### src/rtl/mem_stage_pkg.sv
// Shared types, strobe constants and lane helpers for the load/store memory stage.
package mem_stage_pkg;

    typedef enum logic [3:0] {
        OP_LB   = 4'd0,
        OP_LH   = 4'd1,
        OP_LW   = 4'd2,
        OP_LBU  = 4'd3,
        OP_LHU  = 4'd4,
        OP_SB   = 4'd5,
        OP_SH   = 4'd6,
        OP_SW   = 4'd7,
        OP_NONE = 4'd8
    } mem_op_t;

    typedef enum logic [1:0] {
        ST_IDLE    = 2'd0,
        ST_ACCESS  = 2'd1,
        ST_ACCESS2 = 2'd2,
        ST_DONE    = 2'd3
    } state_t;

    localparam logic [3:0] STRB_NONE = 4'b0000;
    localparam logic [3:0] STRB_BYTE = 4'b0001;
    localparam logic [3:0] STRB_HALF = 4'b0011;
    localparam logic [3:0] STRB_WORD = 4'b1111;

    function automatic logic op_is_mem(input logic [3:0] op);
        case (op)
            OP_LB, OP_LH, OP_LW, OP_LBU, OP_LHU,
            OP_SB, OP_SH, OP_SW: op_is_mem = 1'b1;
            default:             op_is_mem = 1'b0;
        endcase
    endfunction

    function automatic logic op_is_store(input mem_op_t op);
        case (op)
            OP_SB, OP_SH, OP_SW: op_is_store = 1'b1;
            default:             op_is_store = 1'b0;
        endcase
    endfunction

    // Unshifted byte-enable pattern for the access width.
    function automatic logic [3:0] op_base_strb(input mem_op_t op);
        case (op)
            OP_LB, OP_LBU, OP_SB: op_base_strb = STRB_BYTE;
            OP_LH, OP_LHU, OP_SH: op_base_strb = STRB_HALF;
            OP_LW, OP_SW:         op_base_strb = STRB_WORD;
            default:              op_base_strb = STRB_NONE;
        endcase
    endfunction

    function automatic logic op_misaligned(input mem_op_t op, input logic [1:0] lane);
        case (op_base_strb(op))
            STRB_HALF: op_misaligned = lane[0];
            STRB_WORD: op_misaligned = (lane != 2'd0);
            default:   op_misaligned = 1'b0;
        endcase
    endfunction

    // True only when the access spills into the next word.
    function automatic logic op_crosses(input mem_op_t op, input logic [1:0] lane);
        case (op_base_strb(op))
            STRB_HALF: op_crosses = (lane == 2'd3);
            STRB_WORD: op_crosses = (lane != 2'd0);
            default:   op_crosses = 1'b0;
        endcase
    endfunction

    // Replicate narrow data, then rotate so every byte sits in its lane for both beats.
    function automatic logic [31:0] store_lanes(input mem_op_t op, input logic [31:0] wd,
                                                input logic [1:0] lane);
        logic [31:0] repl;
        logic [63:0] dbl;
        case (op)
            OP_SB:   repl = {4{wd[7:0]}};
            OP_SH:   repl = {2{wd[15:0]}};
            default: repl = wd;
        endcase
        dbl = {repl, repl} << {lane, 3'b000};
        store_lanes = dbl[63:32];
    endfunction

endpackage

### src/rtl/mem_stage_load_align.sv
// load_align: selects the addressed bytes from one or two bus words and extends them to 32 bits.
module load_align
    import mem_stage_pkg::*;
(
    input  mem_op_t     op_i,
    input  logic [1:0]  lane_i,
    input  logic [31:0] lo_word_i,
    input  logic [31:0] hi_word_i,
    output logic [31:0] data_o
);

    logic [31:0] shifted_s;

    // Shift the addressed byte down to bit 0, then extend by access type.
    always_comb begin
        shifted_s = 32'({hi_word_i, lo_word_i} >> {lane_i, 3'b000});
        case (op_i)
            OP_LB:   data_o = {{24{shifted_s[7]}}, shifted_s[7:0]};
            OP_LBU:  data_o = {24'd0, shifted_s[7:0]};
            OP_LH:   data_o = {{16{shifted_s[15]}}, shifted_s[15:0]};
            OP_LHU:  data_o = {16'd0, shifted_s[15:0]};
            default: data_o = shifted_s;
        endcase
    end

endmodule

### src/rtl/mem_stage.sv
// mem_stage: load/store unit with a req/ready bus. Define MEM_MISALIGN_TRAP_EN to fault
// misaligned accesses; otherwise word-crossing accesses are split into two bus beats.
module mem_stage
    import mem_stage_pkg::*;
(
    input  logic        clk,
    input  logic        rst,
    input  logic        enabled,
    input  logic [3:0]  op,
    input  logic [31:0] addr,
    input  logic [31:0] wdata,
    output logic        completed,
    output logic [31:0] result,
    output logic        fault,
    output logic        mem_req,
    output logic        mem_we,
    output logic [31:0] mem_addr,
    output logic [3:0]  mem_wstrb,
    output logic [31:0] mem_wdata,
    input  logic        mem_ready,
    input  logic [31:0] mem_rdata
);

    state_t      state_q, state_d;
    mem_op_t     op_q, op_d;
    mem_op_t     op_in_s;
    logic [1:0]  lane_q, lane_d;
    logic        split_q, split_d;
    logic [3:0]  strb_hi_q, strb_hi_d;
    logic [31:0] rdata_lo_q, rdata_lo_d;
    logic        mem_req_q, mem_req_d;
    logic        mem_we_q, mem_we_d;
    logic [31:0] mem_addr_q, mem_addr_d;
    logic [3:0]  mem_wstrb_q, mem_wstrb_d;
    logic [31:0] mem_wdata_q, mem_wdata_d;
    logic        completed_q, completed_d;
    logic [31:0] result_q, result_d;
    logic        fault_q, fault_d;
    logic [7:0]  strb8_s;
    logic [31:0] align_lo_s, align_hi_s, aligned_s, finish_s;

    assign op_in_s = mem_op_t'(op);

    // The second beat of a split load merges the held first word with the live bus word.
    assign align_lo_s = (state_q == ST_ACCESS2) ? rdata_lo_q : mem_rdata;
    assign align_hi_s = (state_q == ST_ACCESS2) ? mem_rdata : 32'd0;
    assign finish_s   = op_is_store(op_q) ? 32'd0 : aligned_s;

    load_align u_load_align (
        .op_i      (op_q),
        .lane_i    (lane_q),
        .lo_word_i (align_lo_s),
        .hi_word_i (align_hi_s),
        .data_o    (aligned_s)
    );

    // Next-state and next-output logic for the access sequencer.
    always_comb begin
        state_d     = state_q;
        op_d        = op_q;
        lane_d      = lane_q;
        split_d     = split_q;
        strb_hi_d   = strb_hi_q;
        rdata_lo_d  = rdata_lo_q;
        mem_req_d   = mem_req_q;
        mem_we_d    = mem_we_q;
        mem_addr_d  = mem_addr_q;
        mem_wstrb_d = mem_wstrb_q;
        mem_wdata_d = mem_wdata_q;
        completed_d = 1'b0;
        result_d    = result_q;
        fault_d     = fault_q;
        strb8_s     = {4'b0000, op_base_strb(op_in_s)} << addr[1:0];

        case (state_q)
            ST_IDLE: begin
                if (enabled) begin
                    op_d   = op_in_s;
                    lane_d = addr[1:0];
                    if (!op_is_mem(op)) begin
                        state_d     = ST_DONE;
                        completed_d = 1'b1;
                        result_d    = addr;
                        fault_d     = 1'b0;
                    end
`ifdef MEM_MISALIGN_TRAP_EN
                    else if (op_misaligned(op_in_s, addr[1:0])) begin
                        state_d     = ST_DONE;
                        completed_d = 1'b1;
                        result_d    = addr;
                        fault_d     = 1'b1;
                    end
`endif
                    else begin
                        state_d     = ST_ACCESS;
                        split_d     = op_crosses(op_in_s, addr[1:0]);
                        mem_req_d   = 1'b1;
                        mem_we_d    = op_is_store(op_in_s);
                        mem_addr_d  = {addr[31:2], 2'b00};
                        mem_wstrb_d = op_is_store(op_in_s) ? strb8_s[3:0] : STRB_NONE;
                        strb_hi_d   = op_is_store(op_in_s) ? strb8_s[7:4] : STRB_NONE;
                        mem_wdata_d = store_lanes(op_in_s, wdata, addr[1:0]);
                    end
                end else begin
                    state_d = ST_IDLE;
                end
            end
            ST_ACCESS: begin
                if (mem_req_q && mem_ready) begin
                    if (split_q) begin
                        state_d     = ST_ACCESS2;
                        rdata_lo_d  = mem_rdata;
                        mem_addr_d  = mem_addr_q + 32'd4;
                        mem_wstrb_d = strb_hi_q;
                    end else begin
                        state_d     = ST_DONE;
                        mem_req_d   = 1'b0;
                        mem_we_d    = 1'b0;
                        mem_wstrb_d = STRB_NONE;
                        completed_d = 1'b1;
                        result_d    = finish_s;
                        fault_d     = 1'b0;
                    end
                end else begin
                    state_d = ST_ACCESS;
                end
            end
            ST_ACCESS2: begin
                if (mem_req_q && mem_ready) begin
                    state_d     = ST_DONE;
                    mem_req_d   = 1'b0;
                    mem_we_d    = 1'b0;
                    mem_wstrb_d = STRB_NONE;
                    completed_d = 1'b1;
                    result_d    = finish_s;
                    fault_d     = 1'b0;
                end else begin
                    state_d = ST_ACCESS2;
                end
            end
            ST_DONE: begin
                state_d = ST_IDLE;
            end
            default: begin
                state_d   = ST_IDLE;
                mem_req_d = 1'b0;
            end
        endcase
    end

    // State and registered-output update with synchronous reset.
    always_ff @(posedge clk) begin
        if (rst) begin
            state_q     <= ST_IDLE;
            op_q        <= OP_NONE;
            lane_q      <= 2'd0;
            split_q     <= 1'b0;
            strb_hi_q   <= 4'd0;
            rdata_lo_q  <= 32'd0;
            mem_req_q   <= 1'b0;
            mem_we_q    <= 1'b0;
            mem_addr_q  <= 32'd0;
            mem_wstrb_q <= 4'd0;
            mem_wdata_q <= 32'd0;
            completed_q <= 1'b0;
            result_q    <= 32'd0;
            fault_q     <= 1'b0;
        end else begin
            state_q     <= state_d;
            op_q        <= op_d;
            lane_q      <= lane_d;
            split_q     <= split_d;
            strb_hi_q   <= strb_hi_d;
            rdata_lo_q  <= rdata_lo_d;
            mem_req_q   <= mem_req_d;
            mem_we_q    <= mem_we_d;
            mem_addr_q  <= mem_addr_d;
            mem_wstrb_q <= mem_wstrb_d;
            mem_wdata_q <= mem_wdata_d;
            completed_q <= completed_d;
            result_q    <= result_d;
            fault_q     <= fault_d;
        end
    end

    assign completed = completed_q;
    assign result    = result_q;
    assign fault     = fault_q;
    assign mem_req   = mem_req_q;
    assign mem_we    = mem_we_q;
    assign mem_addr  = mem_addr_q;
    assign mem_wstrb = mem_wstrb_q;
    assign mem_wdata = mem_wdata_q;

endmodule

### config.mk
export PLATFORM = sky130hd
export DESIGN_NAME = mem_stage
export DESIGN_NICKNAME = d
export VERILOG_FILES = /design/src/rtl/mem_stage_pkg.sv /design/src/rtl/mem_stage_load_align.sv /design/src/rtl/mem_stage.sv
export SDC_FILE = /design/constraint.sdc
export NUM_CORES = 1
export LEC_CHECK = 0
export BUFFER_PORTS_ARGS = -buffer_cell sky130_fd_sc_hd__buf_2
export CAP_MARGIN = 20
export CORE_UTILIZATION = 38
export CTS_BUF_LIST = sky130_fd_sc_hd__clkbuf_4 sky130_fd_sc_hd__clkbuf_8
export CTS_CLUSTER_DIAMETER = 150
export DETAILED_ROUTE_END_ITERATION = 6
export PLACE_DENSITY_LB_ADDON = 0.1
export SYNTH_ARGS = -nofsm -noshare
export SYNTH_HDL_FRONTEND = slang
export SYNTH_HIERARCHICAL = 1
export SYNTH_SLANG_ARGS = --single-unit
export TNS_END_PERCENT = 50
### constraint.sdc
create_clock -name clk -period 2.9 [get_ports clk]
set_input_delay 0.725 -clock clk [delete_from_list [all_inputs] [get_ports clk]]
set_output_delay 0.725 -clock clk [all_outputs]
set_load 0.03 [all_outputs]
==> results of run 1 <==
## worst register-to-register path, stage by stage, from the launching register on
cell and delay, ns:
dfxtp_1 0.33, inv_1 0.11, ha_2 0.39, mux2_2 0.41, mux4_2 0.58, a22oi_4 0.22
buf_12 0.17, o21ai_1 0.11, a21oi_1 0.14, a211oi_1 0.08
## metrics by stage
| stage | std cells | hold WS (ns) |
|---|---|---|
| after global placement | 1639 | 0.439 |
| final | 1673 | 0.456 |
| after floorplan | 1180 | 0.432 |
| after CTS | 1671 | 0.458 |
| after detailed placement | 1639 | 0.447 |
| after global routing | 1673 | 0.477 |
## layout by cell type (no fill, tap or decap), drive strengths merged, types with 6 or more instances in the layout
cell	instances
o31ai	17
dfxtp	145
o22a	8
inv	21
and3	7
o21ai	75
clkbuf	19
a311oi	10
and2	31
nand3	58
buf	242
nor3	16
nor4	8
nand4b	7
a211oi	47
nor2b	42
mux2	65
clkinvlp	6
o21a	8
mux2i	34
o221ai	16
a21oi	127
nor2	78
ha	9
nand2b	6
nand2	159
a22oi	15
nand4	8
## path summary, 6_finish.rpt
check	to	slack [ns]	startpoint
worst max register to register	result[27]	0.24	state_q[0]
worst max-delay path	result[27]	0.24	state_q[0]
worst min-delay path	rdata_lo_q[14]	0.46	rdata_lo_q[14]
worst min register to register	rdata_lo_q[14]	0.46	rdata_lo_q[14]
## registers in the layout, summed over array words and instances, names as in the netlist
register	flops
split_q	1
op_q	4
mem_addr	30
strb_hi_q	3
completed	1
mem_req	1
mem_wdata	32
lane_q	2
mem_we	1
rdata_lo_q	32
mem_wstrb	4
result	32
state_q	2
## per-layer routing
metal	part of all wire [%]	global-route usage (%)	up-vias	wire [µm]
li1	-	-	4603	-
met1	49	37.6	4338	15400
met2	43	37.0	318	13600
met3	5.6	4.96	30	1770
met4	1.7	6.30	0	521
met5	0	0	-	0
## where the power goes
group	switching [mW]	total (mW)	internal, mW
Combinational	1.43	2.19	0.764
Sequential	0.165	2.35	2.19
Clock	0.866	1.66	0.794
Total	2.46	6.21	3.75
## area by class of cell
cell class / instances / area, µm²
clock inverter: 13 / 138
timing repair buffer: 242 / 1360
inverter: 21 / 78.8
multi-input combinational: 912 / 5730
sequential: 145 / 2910
tap: 319 / 399
clock buffer: 19 / 255
fill: 2403 / 12600
antenna: 2 / 5.00
==> reports/results.txt, run 1 <==
CP bufs+invs: 2
htree depth: 4
unrepaired setup endpoints after global routing: no
Hold Crit Depth: 2
max-slew violation count: 0
DPL Wire Length: 23000 µm
final total power: 6.21 mW
clk sink count: 145
CP Depth: 9
share of layout cells above drive strength 1: 25.3%
final hold vios: 0
Max clock buf depth: 2
CTS buffer count: 17
DR WL/cell: 18.7 µm
Worst-path clk slew: 0.09 ns
io pins: 208
total routed wirelength: 31300 µm
Synth Cell Area: 0.00911 mm²
GRT Total Usage: 25.4%
Layout Area Growth over Synthesis: 19.3%
Post CTS Setup Buffer Count: 0
Mean Syn Cell Area: 7.74 µm²
worst-skew pair later-pin latency: 0.46 ns
setup tns final: 0 ns
Final Util: 46.3%
CP cell instances: inv_1 > ha_2 > mux2_2 > mux4_2 > a22oi_4 > buf_12 > o21ai_1 > a21oi_1 > a211oi_1
CTS root buf: clkbuf_8
total number of vias: 9289
status: finished clean
Req. time, crit path: 3.23 ns
largest stage delay on the critical path: 0.57 ns
die area: 0.0246 mm²
crit path kind: reg -> reg
Iter 0 DRT Violations: 1020
Core Footprint: 0.0235 mm²
minimum clock period: 2.66 ns
post-CTS resize count: 0
Initial Util: 38.8%
vias in the first global route: 8276
CP max stage cell: mux4_2
fin area: 0.0109 mm²
final setup margin: 0.240 ns
global route total overflow: 0
Power per Cell Area: 571 mW/mm²
Buffers on Ports: 204
period utilisation layout: 91.7%
number of max-cap violations: 0
Vias/cell: 5.55
Horiz. Die Dim: 157 µm
DR pass1 iterations: 5
initial antenna violation count: 2
Least-Margin Pin Slew: 0.941 ns
worst-path maximum fanout: 16
Final Wtd Congestion: 0.945
delay-heaviest family, CP: multiplexers
DRC errors left: 0
leakage: 4.33 nW
Max Clock Freq: 376 MHz
FF-to-FF path depth: 9
CTS tree: done
YS warnings: 6
Peak VDD IR: 0.227 mV
Worst Skew: 0.0140 ns
Die Y-Extent: 157 µm
relative slew slack: 37.0%
hold crit path type: reg -> reg
Worst setup EP type: flip-flop
first-pass GRT wire length: 47600 µm
Synth Instances: 1178
CTS Hold Bufs: 0
Placed Area: 0.0105 mm²
critical path arrival: 2.99 ns
dpl ws: 0.124 ns
pin count of the biggest net entering global routing: 76
Setup-failing EPs final: 0
# rows: 56
Routed Antenna Nets: 0
CP Launch Type: flip-flop
Final nets: 1452
(Power assumes the default switching activity.)
==> run 2, diff against run 1 <==
--- a/config.mk
+++ b/config.mk
@@ -7,6 +7,7 @@
 export LEC_CHECK = 0
 export BUFFER_PORTS_ARGS = -buffer_cell sky130_fd_sc_hd__buf_2
 export CAP_MARGIN = 20
+export CORE_ASPECT_RATIO = 0.6
 export CORE_UTILIZATION = 38
 export CTS_BUF_LIST = sky130_fd_sc_hd__clkbuf_4 sky130_fd_sc_hd__clkbuf_8
 export CTS_CLUSTER_DIAMETER = 150
==> run 2 against run 1 <==
Effect of this change: design area grew 1.2%; die area is essentially flat; sequential share of layout area shrank 0.31 points; clock skew grew 0.0027 ns; wire length grew 8.8%; combinational power grew 3%; flip-flop and latch count is the same; highest routed layer unchanged; clock power grew 8%; worst hold slack lost 0.00065 ns; power grew 3.0%; setup slack gained 0.039 ns; via count grew 1.9%.
==> reports/results.txt, run 2 (synthesized netlist as in run 1, its figures left out) <==
final setup margin: 0.279 ns (+0.0394 ns)
worst-path maximum fanout: 16 (unchanged)
most frequent cells in the layout: buf_2 (203), nand2_1 (159), dfxtp_1 (143), a21oi_1 (127), nor2_1 (78)
Max Clock Freq: 382 MHz (+1.5%)
DPL Wire Length: 25500 µm (+11%)
critical path arrival: 2.98 ns (about the same)
Worst Skew: 0.0167 ns (+0.00270 ns)
Vias/cell: 5.62 (+1.3%)
commonest non-fill, non-tap cell in the layout: buf_2
Final Util: 47.2% (+0.90 points)
htree depth: 4 (unchanged)
largest stage delay on the critical path: 0.56 ns (about the same)
Horiz. Die Dim: 202 µm (+29%)
setup tns final: 0 ns (unchanged)
relative slew slack: 35.8% (-1.2 points)
CTS buffer count: 17 (unchanged)
minimum clock period: 2.62 ns (-0.0394 ns)
R2R Path Start: state_q[0]
Least-Margin Pin Slew: 0.959 ns (+0.0176 ns)
CP max stage cell: mux4_2
crit path kind: reg -> reg
io pins: 208 (unchanged)
CTS root buf: clkbuf_8
power share of the clock group: 28.0% (+1.3 points)
hold crit path type: reg -> reg
Power per Cell Area: 581 mW/mm² (+1.8%)
Worst setup EP type: flip-flop
Buffers on Ports: 204 (unchanged)
register-to-register setup slack: 0.28 ns (+0.04 ns)
r2r endpoint: result[27]
number of max-cap violations: 0 (unchanged)
DR pass1 iterations: 5 (unchanged)
worst-skew pair later-pin latency: 0.49 ns (+0.03 ns)
Hold WS: 0.456 ns (-0.000645 ns)
final hold vios: 0 (unchanged)
total routed wirelength: 34100 µm (+8.8%)
total internal power: 3.91 mW (+4.4%)
CP Launch Type: flip-flop
die area: 0.0246 mm² (about the same)
total number of vias: 9466 (+1.9%)
Routed Antenna Nets: 0 (unchanged)
switching share of total power: 38.8% (-0.83 points)
# rows: 43 (-23%)
unrepaired setup endpoints after global routing: no
status: finished clean
area of the multi-input gates: 0.00573 mm² (unchanged)
Psw: 2.48 mW (+0.86%)
DRC errors left: 0 (unchanged)
Setup-failing EPs final: 0 (unchanged)
leakage: 4.44 nW (+2.5%)
dpl ws: 0.126 ns (+0.00139 ns)
post-CTS resize count: 0 (unchanged)
Hold Crit Depth: 2 (unchanged)
global route total overflow: 0 (unchanged)
Max clock buf depth: 2 (unchanged)
share of layout cells above drive strength 1: 26.1% (+0.82 points)
clk sink count: 145 (unchanged)
first-pass GRT wire length: 50900 µm (+6.9%)
DR WL/cell: 20.3 µm (+8.2%)
CTS Hold Bufs: 0 (unchanged)
pin count of the biggest net entering global routing: 79 (+3.9%)
period utilisation layout: 90.4% (-1.4 points)
Worst-path clk slew: 0.09 ns (about the same)
Peak VDD IR: 0.293 mV (+29%)
GRT Total Usage: 27.3% (+2.0 points)
FF-to-FF path depth: 9 (unchanged)
Worst Hold Path EP: rdata_lo_q[12]
Layout Area Growth over Synthesis: 20.7%
Req. time, crit path: 3.26 ns (+0.03 ns)
CTS tree: done
Initial Util: 39.1% (+0.29 points)
Worst Hold Launch: rdata_lo_q[12]
CP cell instances: inv_1 > ha_2 > mux2_2 > mux4_2 > a22oi_4 > buf_4 > o21ai_1 > a21oi_1 > a211oi_1
initial antenna violation count: 0 (-2)
sequential power share: 36.8% (-1.1 points)
Logic pwr share: 35.3% (about the same)
Fill cells: 2381 (-0.92%)
Die Y-Extent: 122 µm (-22%)
Register Area: 0.00291 mm² (unchanged)
Core Footprint: 0.0233 mm² (-0.75%)
max-slew violation count: 0 (unchanged)
Final Wtd Congestion: 0.958 (+1.3%)
Post CTS Setup Buffer Count: 0 (unchanged)
vias in the first global route: 8278 (+0.024%)
Final nets: 1467 (+1.0%)
Iter 0 DRT Violations: 921 (-9.7%)
## run 2: power by group through the flow
stage	sequential, mW	combinational, mW	clock, mW
3_5_place_dp	2.40	2.23	0
4_1_cts	2.35	2.24	1.82
3_3_place_gp	2.40	2.23	0
2_1_floorplan	2.72	1.14	0
5_1_grt	2.38	2.43	1.92
6_report	2.35	2.25	1.79
## run 2: layer usage
| metal | GRT usage [%] | part of all wire [%] |
|---|---|---|
| met1 | 46.0 | 54 |
| met2 | 32.6 | 36 |
| met3 | 6.42 | 8.7 |
| met4 | 5.30 | 0.83 |
| met5 | 0 | 0 |
## run 2: final cells by class
| class | instances | area share, % |
|---|---|---|
| antenna | 1 | 0.0227 |
| clock buffer | 22 | 2.70 |
| clock inverter | 10 | 1.19 |
| inverter | 21 | 0.717 |
| multi-input combinational | 912 | 52.1 |
| sequential | 145 | 26.4 |
| tap | 315 | 3.58 |
| timing repair buffer | 257 | 13.3 |
## run 2: critical path, delay by kind of cell, from the launching register on
family                     cells  cell delay, ns
muxes                          2            0.93
AOI/OAI and AO/OA              4            0.57
buffers and inverters          2            0.36
DFF                            1            0.34
adders and majority gates      1            0.29
## run 2: through the flow
stage	cells	power [mW]	instance area [µm²]
2_1_floorplan	1180	3.87	9120
3_3_place_gp	1650	4.62	10600
3_5_place_dp	1650	4.63	10600
4_1_cts	1682	6.42	11000
5_1_grt	1682	6.73	11000
6_report	1683	6.39	11000
## run 2: how the worst max path moves through the flow
stage,startpoint,end
after floorplan,state_q[0],result[17]
after global placement,op[1],mem_wdata[7]
after detailed placement,op[1],mem_wdata[4]
after CTS,state_q[0],result[27]
after global routing,state_q[0],result[24]
final,state_q[0],result[27]
